## config.mk

```make
export PLATFORM = sky130hd
export DESIGN_NAME = dbc_arbiter
export DESIGN_NICKNAME = d
export VERILOG_FILES = /design/src/rtl/dbc_arbiter_pkg.sv /design/src/rtl/dbc_rr_pick.sv /design/src/rtl/dbc_arbiter.sv
export SDC_FILE = /design/constraint.sdc
export NUM_CORES = 1
export LEC_CHECK = 0
export ABC_AREA = 1
export CORE_MARGIN = 2
export CORE_UTILIZATION = 35
export DETAILED_ROUTE_END_ITERATION = 7
export GPL_TIMING_DRIVEN = 0
export PLACE_DENSITY = 0.77
export SLEW_MARGIN = 15
export SYNTH_ARGS = -nofsm -noshare
export SYNTH_HDL_FRONTEND = slang
export SYNTH_HIERARCHICAL = 1
export SYNTH_SLANG_ARGS = --single-unit
```

## constraint.sdc

```tcl
create_clock -name clk -period 1.7 [get_ports clk]
set_input_delay 0.51 -clock clk [delete_from_list [all_inputs] [get_ports clk]]
set_output_delay 0.51 -clock clk [all_outputs]
set_load 0.05 [all_outputs]
```

## src/rtl/dbc_arbiter_pkg.sv

```systemverilog
// Shared encodings for the data-bus arbiter: access sizes, FSM states, default abort timeout.
package dbc_arbiter_pkg;

  localparam logic [1:0] SIZE_BYTE = 2'b00;
  localparam logic [1:0] SIZE_HALF = 2'b01;
  localparam logic [1:0] SIZE_WORD = 2'b10;
  localparam logic [1:0] SIZE_RSVD = 2'b11;

  localparam int TIMEOUT_CYCLES_DEF = 15;

  typedef enum logic [1:0] {
    ST_IDLE   = 2'd0,
    ST_ACCESS = 2'd1,
    ST_RESP   = 2'd2
  } state_t;

  function automatic logic is_misaligned(input logic [1:0] size, input logic [1:0] addr_lo);
    return ((size == SIZE_HALF) && addr_lo[0]) ||
           ((size == SIZE_WORD) && (addr_lo != 2'b00));
  endfunction

endpackage

```

## src/rtl/dbc_rr_pick.sv

```systemverilog
// Two-way round-robin selector: a sole requester wins, a tie goes to the master not granted last.
module dbc_rr_pick (
  input  logic [1:0] i_req,
  input  logic       i_last_grant,
  output logic [1:0] o_grant
);

  always_comb begin
    o_grant = i_req;
    if (i_req == 2'b11) begin
      o_grant = i_last_grant ? 2'b01 : 2'b10;
    end
  end

endmodule

```

## src/rtl/dbc_arbiter.sv

```systemverilog
// Serialises two masters onto the data bus controller; ack two cycles after grant when ready, abort after TIMEOUT_CYCLES stalled cycles.
// DBC_ARB_ALIGN_CHECK_EN rejects misaligned half/word accesses before they reach the controller.
module dbc_arbiter
  import dbc_arbiter_pkg::*;
#(
  parameter int ADDR_W         = 32,
  parameter int DATA_W         = 32,
  parameter int TIMEOUT_CYCLES = TIMEOUT_CYCLES_DEF
) (
  input  logic              clk,
  input  logic              rst,
  input  logic [1:0]        m_req,
  input  logic [1:0]        m_we,
  input  logic [ADDR_W-1:0] m0_addr,
  input  logic [ADDR_W-1:0] m1_addr,
  input  logic [1:0]        m0_size,
  input  logic [1:0]        m1_size,
  input  logic [DATA_W-1:0] m0_wdata,
  input  logic [DATA_W-1:0] m1_wdata,
  output logic [1:0]        m_ack,
  output logic [1:0]        m_err,
  output logic [DATA_W-1:0] m_rdata,
  output logic              dbc_wd,
  output logic              dbc_rd,
  output logic [1:0]        dbc_size,
  output logic [ADDR_W-1:0] dbc_addr,
  output logic [DATA_W-1:0] dbc_wdata,
  input  logic [DATA_W-1:0] dbc_rdata,
  input  logic              dbc_ready
);

  localparam int               CNT_W   = $clog2(TIMEOUT_CYCLES + 1);
  localparam logic [CNT_W-1:0] CNT_MAX = CNT_W'(TIMEOUT_CYCLES);

  state_t            r_state, w_state_nxt;
  logic              r_last_grant, w_last_grant_nxt;
  logic              r_cur, w_cur_nxt;
  logic [CNT_W-1:0]  r_cnt, w_cnt_nxt;
  logic [1:0]        r_ack, w_ack_nxt;
  logic [1:0]        r_err, w_err_nxt;
  logic [DATA_W-1:0] r_rdata, w_rdata_nxt;
  logic              r_wd, w_wd_nxt;
  logic              r_rd, w_rd_nxt;
  logic [1:0]        r_size, w_size_nxt;
  logic [ADDR_W-1:0] r_addr, w_addr_nxt;
  logic [DATA_W-1:0] r_wdata, w_wdata_nxt;

  logic [1:0]        w_grant;
  logic              w_win;
  logic              w_sel_we;
  logic [ADDR_W-1:0] w_sel_addr;
  logic [1:0]        w_sel_size;
  logic [DATA_W-1:0] w_sel_wdata;
  logic              w_reject;

  dbc_rr_pick u_rr_pick (
    .i_req        (m_req),
    .i_last_grant (r_last_grant),
    .o_grant      (w_grant)
  );

  assign w_win       = w_grant[1];
  assign w_sel_we    = m_we[w_win];
  assign w_sel_addr  = w_win ? m1_addr  : m0_addr;
  assign w_sel_size  = w_win ? m1_size  : m0_size;
  assign w_sel_wdata = w_win ? m1_wdata : m0_wdata;

`ifdef DBC_ARB_ALIGN_CHECK_EN
  assign w_reject = (w_sel_size == SIZE_RSVD) || is_misaligned(w_sel_size, w_sel_addr[1:0]);
`else
  assign w_reject = (w_sel_size == SIZE_RSVD);
`endif

  always_comb begin
    w_state_nxt      = r_state;
    w_last_grant_nxt = r_last_grant;
    w_cur_nxt        = r_cur;
    w_cnt_nxt        = r_cnt;
    w_ack_nxt        = 2'b00;
    w_err_nxt        = 2'b00;
    w_rdata_nxt      = r_rdata;
    w_wd_nxt         = r_wd;
    w_rd_nxt         = r_rd;
    w_size_nxt       = r_size;
    w_addr_nxt       = r_addr;
    w_wdata_nxt      = r_wdata;

    case (r_state)
      ST_IDLE: begin
        if (|m_req) begin
          w_last_grant_nxt = w_win;
          w_cur_nxt        = w_win;
          if (w_reject) begin
            // Rejected requests never touch the controller; ack straight away with error.
            w_ack_nxt[w_win] = 1'b1;
            w_err_nxt[w_win] = 1'b1;
            w_state_nxt      = ST_RESP;
          end else begin
            w_wd_nxt    = w_sel_we;
            w_rd_nxt    = !w_sel_we;
            w_addr_nxt  = w_sel_addr;
            w_size_nxt  = w_sel_size;
            w_wdata_nxt = w_sel_wdata;
            w_cnt_nxt   = '0;
            w_state_nxt = ST_ACCESS;
          end
        end
      end

      ST_ACCESS: begin
        if (dbc_ready) begin
          w_wd_nxt         = 1'b0;
          w_rd_nxt         = 1'b0;
          if (r_rd) begin
            w_rdata_nxt = dbc_rdata;
          end
          w_ack_nxt[r_cur] = 1'b1;
          w_state_nxt      = ST_RESP;
        end else begin
          w_cnt_nxt = r_cnt + CNT_W'(1);
          if (w_cnt_nxt == CNT_MAX) begin
            w_wd_nxt         = 1'b0;
            w_rd_nxt         = 1'b0;
            w_rdata_nxt      = '0;
            w_ack_nxt[r_cur] = 1'b1;
            w_err_nxt[r_cur] = 1'b1;
            w_state_nxt      = ST_RESP;
          end
        end
      end

      ST_RESP: w_state_nxt = ST_IDLE;

      default: w_state_nxt = ST_IDLE;
    endcase
  end

  always_ff @(posedge clk) begin
    if (!rst) begin
      r_state      <= ST_IDLE;
      r_last_grant <= 1'b1;
      r_cur        <= 1'b0;
      r_cnt        <= '0;
      r_ack        <= 2'b00;
      r_err        <= 2'b00;
      r_rdata      <= '0;
      r_wd         <= 1'b0;
      r_rd         <= 1'b0;
      r_size       <= 2'b00;
      r_addr       <= '0;
      r_wdata      <= '0;
    end else begin
      r_state      <= w_state_nxt;
      r_last_grant <= w_last_grant_nxt;
      r_cur        <= w_cur_nxt;
      r_cnt        <= w_cnt_nxt;
      r_ack        <= w_ack_nxt;
      r_err        <= w_err_nxt;
      r_rdata      <= w_rdata_nxt;
      r_wd         <= w_wd_nxt;
      r_rd         <= w_rd_nxt;
      r_size       <= w_size_nxt;
      r_addr       <= w_addr_nxt;
      r_wdata      <= w_wdata_nxt;
    end
  end

  assign m_ack     = r_ack;
  assign m_err     = r_err;
  assign m_rdata   = r_rdata;
  assign dbc_wd    = r_wd;
  assign dbc_rd    = r_rd;
  assign dbc_size  = r_size;
  assign dbc_addr  = r_addr;
  assign dbc_wdata = r_wdata;

endmodule

```

# Word level (Yosys, flattened, before mapping)
# Cells that the tools add are included.
# op_classes
add_sub_neg,1
multipliers,0
div_mod_pow,0
order_cmp,4
n_eq_ne,9
shifts,0
muxes,38
n_bitwise,1
n_reduce_logical,13
# ops
operator,n
2-to-1 mux 32 bit,5
2-to-1 mux 2 bit,12
2-to-1 mux 4 bit,3
one-hot mux 2 bit (2 select lines),3
2-to-1 mux 1 bit,10
one-hot mux 4 bit (2 select lines),1
AND reduction 4 bit,2
!= test 2 bit (second input constant),3
AND reduction 3 bit,2
adder 4 x 1 -> 4 bit (second input constant),1
== test 2 bit (second input constant),2
== test 4 bit (second input constant),1
less-than comparator 1 x 2 -> 1 bit (second input constant),2
one-hot mux 1 bit (2 select lines),2
AND reduction 2 bit,2
nonzero test 2 bit,2
!= test 3 bit (second input constant),1
demux 1 bit (select 1 bit),2
== test 2 x 1 -> 1 bit (second input constant),1
greater-or-equal comparator 1 bit (second input constant),2
logical AND 1 bit,2
logical NOT 2 bit,1
!= test 2 x 1 -> 1 bit (second input constant),1
OR reduction 2 bit,1
other kinds (2),2
# totals
regBits,112
latch_bits,0
ram_bits,0
mem_bits_ro,0
in_bits,171
wordCells,78
n_memories,0

# Logic depth before layout (Yosys ltp)
# depth
ltp_word,9
ltp_mapped,13

# By module
# The synthesis kept the hierarchy.
# modules_own_cells
mod,n_inst,cells_per_inst,area_each_um2
dbc_arbiter,1,689,4926.0
dbc_rr_pick,1,5,21.3

# Worst setup path after synthesis
# No wires, ideal clock.
# synth_timing
kind,input-to-reg
from,input port m_req[1]
to,"register r_addr[0], in the netlist dbc_addr[0]"
setup_ns,0.074
arrival_time_ns,1.639
t_required_ns,1.626
path_slack_ns,-0.013
cell_stages,13
n_path_buf,3
cell_sequence,inv_1 a21oi_1 buf_4 inv_2 nand2_1 nand2_1 nand2_2 nand2_2 nor2_4 buf_6 buf_6 o21ai_1 a31oi_1
# synth_between
elab_chain_cells,6
# synth_lines
element,line,rtl
start: declaration,dbc_arbiter.sv:12,"input logic [1:0] m_req,"
== test 2 bit,dbc_rr_pick.sv:10,if (i_req == 2'b11) begin
2-to-1 mux 2 bit *,dbc_rr_pick.sv:10,
named net w_grant[1],dbc_arbiter.sv:48,logic [1:0] w_grant;
2-to-1 mux 2 bit,dbc_arbiter.sv:65,assign w_sel_size = w_win ? m1_size : m0_size;
== test 2 bit,dbc_arbiter.sv:71,assign w_reject = (w_sel_size == SIZE_RSVD);
NOT 1 bit (no source line),-,
AND reduction 3 bit (no source line),-,
end signal: assignment,dbc_arbiter.sv:163,r_addr <= w_addr_nxt;
end: declaration,dbc_arbiter.sv:45,"logic [ADDR_W-1:0] r_addr, w_addr_nxt;"
# Mark *: on every way through the listed nets, which the timed path passes. The rest lies on a longest branch.
# A chain may end at the register's enable or synchronous reset.

# Final worst setup path
# layout_timing
from,input port m1_size[0]
to,"register r_size[1], in the netlist dbc_size[1]"
# layout_between
elab_chain_cells,4
# layout_lines
element,line,rtl
start: declaration,dbc_arbiter.sv:17,"input logic [1:0] m1_size,"
2-to-1 mux 2 bit,dbc_arbiter.sv:65,
== test 2 bit,dbc_arbiter.sv:71,
NOT 1 bit (no source line),-,
AND reduction 3 bit (no source line),-,
end signal: assignment,dbc_arbiter.sv:162,r_size <= w_size_nxt;
end: declaration,dbc_arbiter.sv:44,"logic [1:0] r_size, w_size_nxt;"
# No other way between the ends.

==> impl_summary.md <==
Power
The net switching power figure is 3520 uW. The post-route total power is 8950 uW. The switching share of total power is between 30% and 40%. The internal power contribution is 5430 uW. In this run, flip-flops and latches consume 35.3% of the power. The combinational group share of total power is 41.6%. The worst-case IR drop observed on VDD is 0.000606 V.

The cell leakage power is 0.00360 uW. Dividing total power by cell area gives a power density of 1020 nW/um^2. The proportion of power drawn by the clock network is ~23%.

Global route
In the global route stage, overall resource usage came out at 24.2%. Entering global routing, the biggest net connects 19 pins. The first-pass GRT wire length is 28400 microns. The number of global-route vias before repair was 5792. The overall overflow remaining after global route is 0.

The number of antenna violations at the first check in global routing was 2.

Clock tree
The longest clock path from root to sink contains 2 buffers. TritonCTS built the clock tree. The cell sitting at the root of the clock tree is a clkbuf_16. The clock transition at the registers of the reported paths is 0.08 ns. The H-tree was split into 3 levels. In this run, CTS created clock tree buffers numbering 9. The number of hold-repair buffers added at the cts stage is 0.

The number of sinks handled by clock tree synthesis is 112. The clock latency at the later pin of the worst-skew pair is 0.35 ns.

Layout
Leaving out fill and tap cells, the most frequent cell in the layout is nand2_1. The layout overhead on the synthesized area is 78.1%. The net count of the finished layout is 1171. The proportion of layout cells with a drive suffix above 1 is a little under a quarter. In the layout the commonest cells are 213 x nand2_1, 166 x clkdlybuf4s50_1, 109 x dfxtp_1.

Worst setup path
STA puts the critical path data arrival time at 2.01 ns. The nature of the critical path endpoint is a flop. The data required time of the worst path is 1.95 ns. By instance count, the cell type seen most on the critical path is nand2_2. For this run, the slowest stage of the critical path takes 0.47 ns. The total number of cells along the worst setup path is 10.

The cell with the largest stage delay on the worst path is clkdlybuf4s50_1. The critical path is of the primary input to flop type. The element type at the critical path start is a primary input.

The maximum fanout count along the critical path is 6. The count of buffer and inverter cells on the critical path is 4. The family with the most delay on the worst path is buffers and inverters. The depth of the worst register-to-register path is 12. Walking the worst path, the cells encountered are clkdlybuf4s50_1 -> nand2_1 -> nand2_2 -> nand2_2 -> nand2_2 -> nor2_4 -> buf_8 -> buf_8 -> buf_4 -> o211a_1.

Timing
The clock skew is 0.00720 ns. The relative slew slack is 52.0%. Subtracting the final worst setup slack from the clock period gives 1.76 ns. The setup total negative slack is -0.894 ns. The part of the cycle the worst path needs is 104%. The count of pins over their slew limit was 0.

The transition time at the pin with the least slew margin is 0.720 ns. Setup repair after global routing could not meet its margin everywhere. The highest attainable clock frequency is roughly 570 MHz.

The least setup slack across all paths after layout is -0.0636 ns. The final-report hold violation count is 0. The setup-violating endpoint count in the final report is between 50 and 60.

Worst hold path
The min-delay analysis places its worst path in the category flop to flop. Counting instances, the worst hold path has a depth of 2.

Logic synthesis
Synthesis handed over a netlist of 691 instances. The cell area that synthesis handed to floorplanning was 4930 sq um. A synthesized cell averages 7.14 sq um.

Counting every net in the synthesized netlist gives roughly 860. The count of warnings emitted by yosys is 6.

Routing
The post-detailed-routing wire length is 18900 microns. The detail-routed net length per standard cell is 15.9 microns. The remaining antenna violation count is 0. The total iterations of the first detailed-routing run is 7. The number of DRC violations after detailed-routing iteration 0 is 300. Dividing the detail-routed via count by the number of cells gives a little under 5. The total DRC errors in the routed layout is 0.

The routed layout has 5862 vias.

Placement
The number of buffers inserted by port buffering is ~270. The congestion estimate from routability-driven global placement came to approximately 0.90. Summed over all nets, the half-perimeter wirelength after detailed placement is 13500 microns.

Run
The number of violations of the max-capacitance limit is 0.

Outcome
The flow ran to the end, but the final reports show violations. The checks that failed: setup timing.

Die
The height of the die is 123 microns. The die covers about 15000 sq um. 275 I/O pins were placed. The initial cell density of the core is 35.7%. The die is between 100 and 150 microns wide. After floorplanning, the core was divided into 43 placement rows. The area of the core region is 13800 sq um.
## registers in the layout (all words and copies together), names as in the netlist
| register | cells |
|---|---|
| r_cnt | 4 |
| dbc_addr | 32 |
| dbc_size | 2 |
| m_err | 2 |
| r_cur | 1 |
| dbc_wd | 1 |
| m_ack | 2 |
| m_rdata | 32 |
| r_last_grant | 1 |
| r_state | 2 |
| dbc_rd | 1 |
| dbc_wdata | 32 |
## final timing paths
check	startpoint	endpoint	slack [ns]
worst max register to register	r_last_grant	dbc_wdata[15]	-0.03
worst max-delay path	m1_size[0]	dbc_size[1]	-0.06
worst min register to register	m_rdata[0]	m_rdata[0]	0.46
worst min-delay path	m_rdata[0]	m_rdata[0]	0.46
## repair_timing
action / 4_1_cts / 5_1_grt
cloned: 7 / 1
endpoints found under the setup margin: 208 / 113
pin swaps: 4 / 11
gates resized for setup: 355 / 86
setup buffers: 14 / 7
## layer usage
| layer | up-vias | wire, microns | share of wire [%] | track usage [%] |
|---|---|---|---|---|
| met2 | 229 | 9580 | 51 | 43.2 |
| met1 | 2669 | 7160 | 38 | 26.7 |
| met3 | 34 | 1640 | 8.7 | 7.30 |
| met4 | 0 | 483 | 2.6 | 9.77 |
| met5 | - | 0 | 0 | 0 |
| li1 | 2930 | - | - | - |
## final cells by class
| cell class | instances | area [sq um] |
|---|---|---|
| sequential | 112 | 2250 |
| buffer | 56 | 362 |
| tap | 180 | 225 |
| timing repair buffer | 298 | 3050 |
| clock buffer | 10 | 239 |
| inverter | 53 | 204 |
| fill | 1227 | 5040 |
| antenna | 2 | 5.00 |
| clock inverter | 6 | 43.8 |
| multi-input combinational | 468 | 2410 |
## worst register-to-register path: stages (launching register included)
cell,delay (ns)
dfxtp_2,0.33
a21oi_2,0.14
buf_6,0.14
inv_6,0.05
nand2_4,0.05
nand2_2,0.06
nand2_2,0.07
nand2_2,0.07
nor2_4,0.21
buf_8,0.18
buf_8,0.13
o21ai_2,0.05
a31oi_1,0.17
## through the flow
| stage | area, sq um | utilization (%) | hold WS, ns | setup slack [ns] | cells |
|---|---|---|---|---|---|
| global placement | 7890 | 57.1 | 0.449 | -0.798 | 1143 |
| finish | 8790 | 63.6 | 0.461 | -0.0636 | 1185 |
| CTS | 8650 | 62.6 | 0.465 | -0.0806 | 1179 |
| floorplan | 4950 | - | 0.453 | 0.000809 | 691 |
| global route | 8790 | 63.6 | 0.477 | -0.177 | 1185 |
| detailed placement | 7890 | 57.1 | 0.453 | -0.826 | 1143 |
## power groups by stage
| stage | Combinational, uW | Sequential, uW | Clock [uW] |
|---|---|---|---|
| 2_1_floorplan | 963 | 4230 | 0 |
| 3_3_place_gp | 3340 | 3170 | 0 |
| 3_5_place_dp | 3350 | 3180 | 0 |
| 4_1_cts | 3650 | 3130 | 2090 |
| 5_1_grt | 3950 | 3190 | 2190 |
| 6_report | 3720 | 3160 | 2060 |
Power figures use the tool's default switching activity.
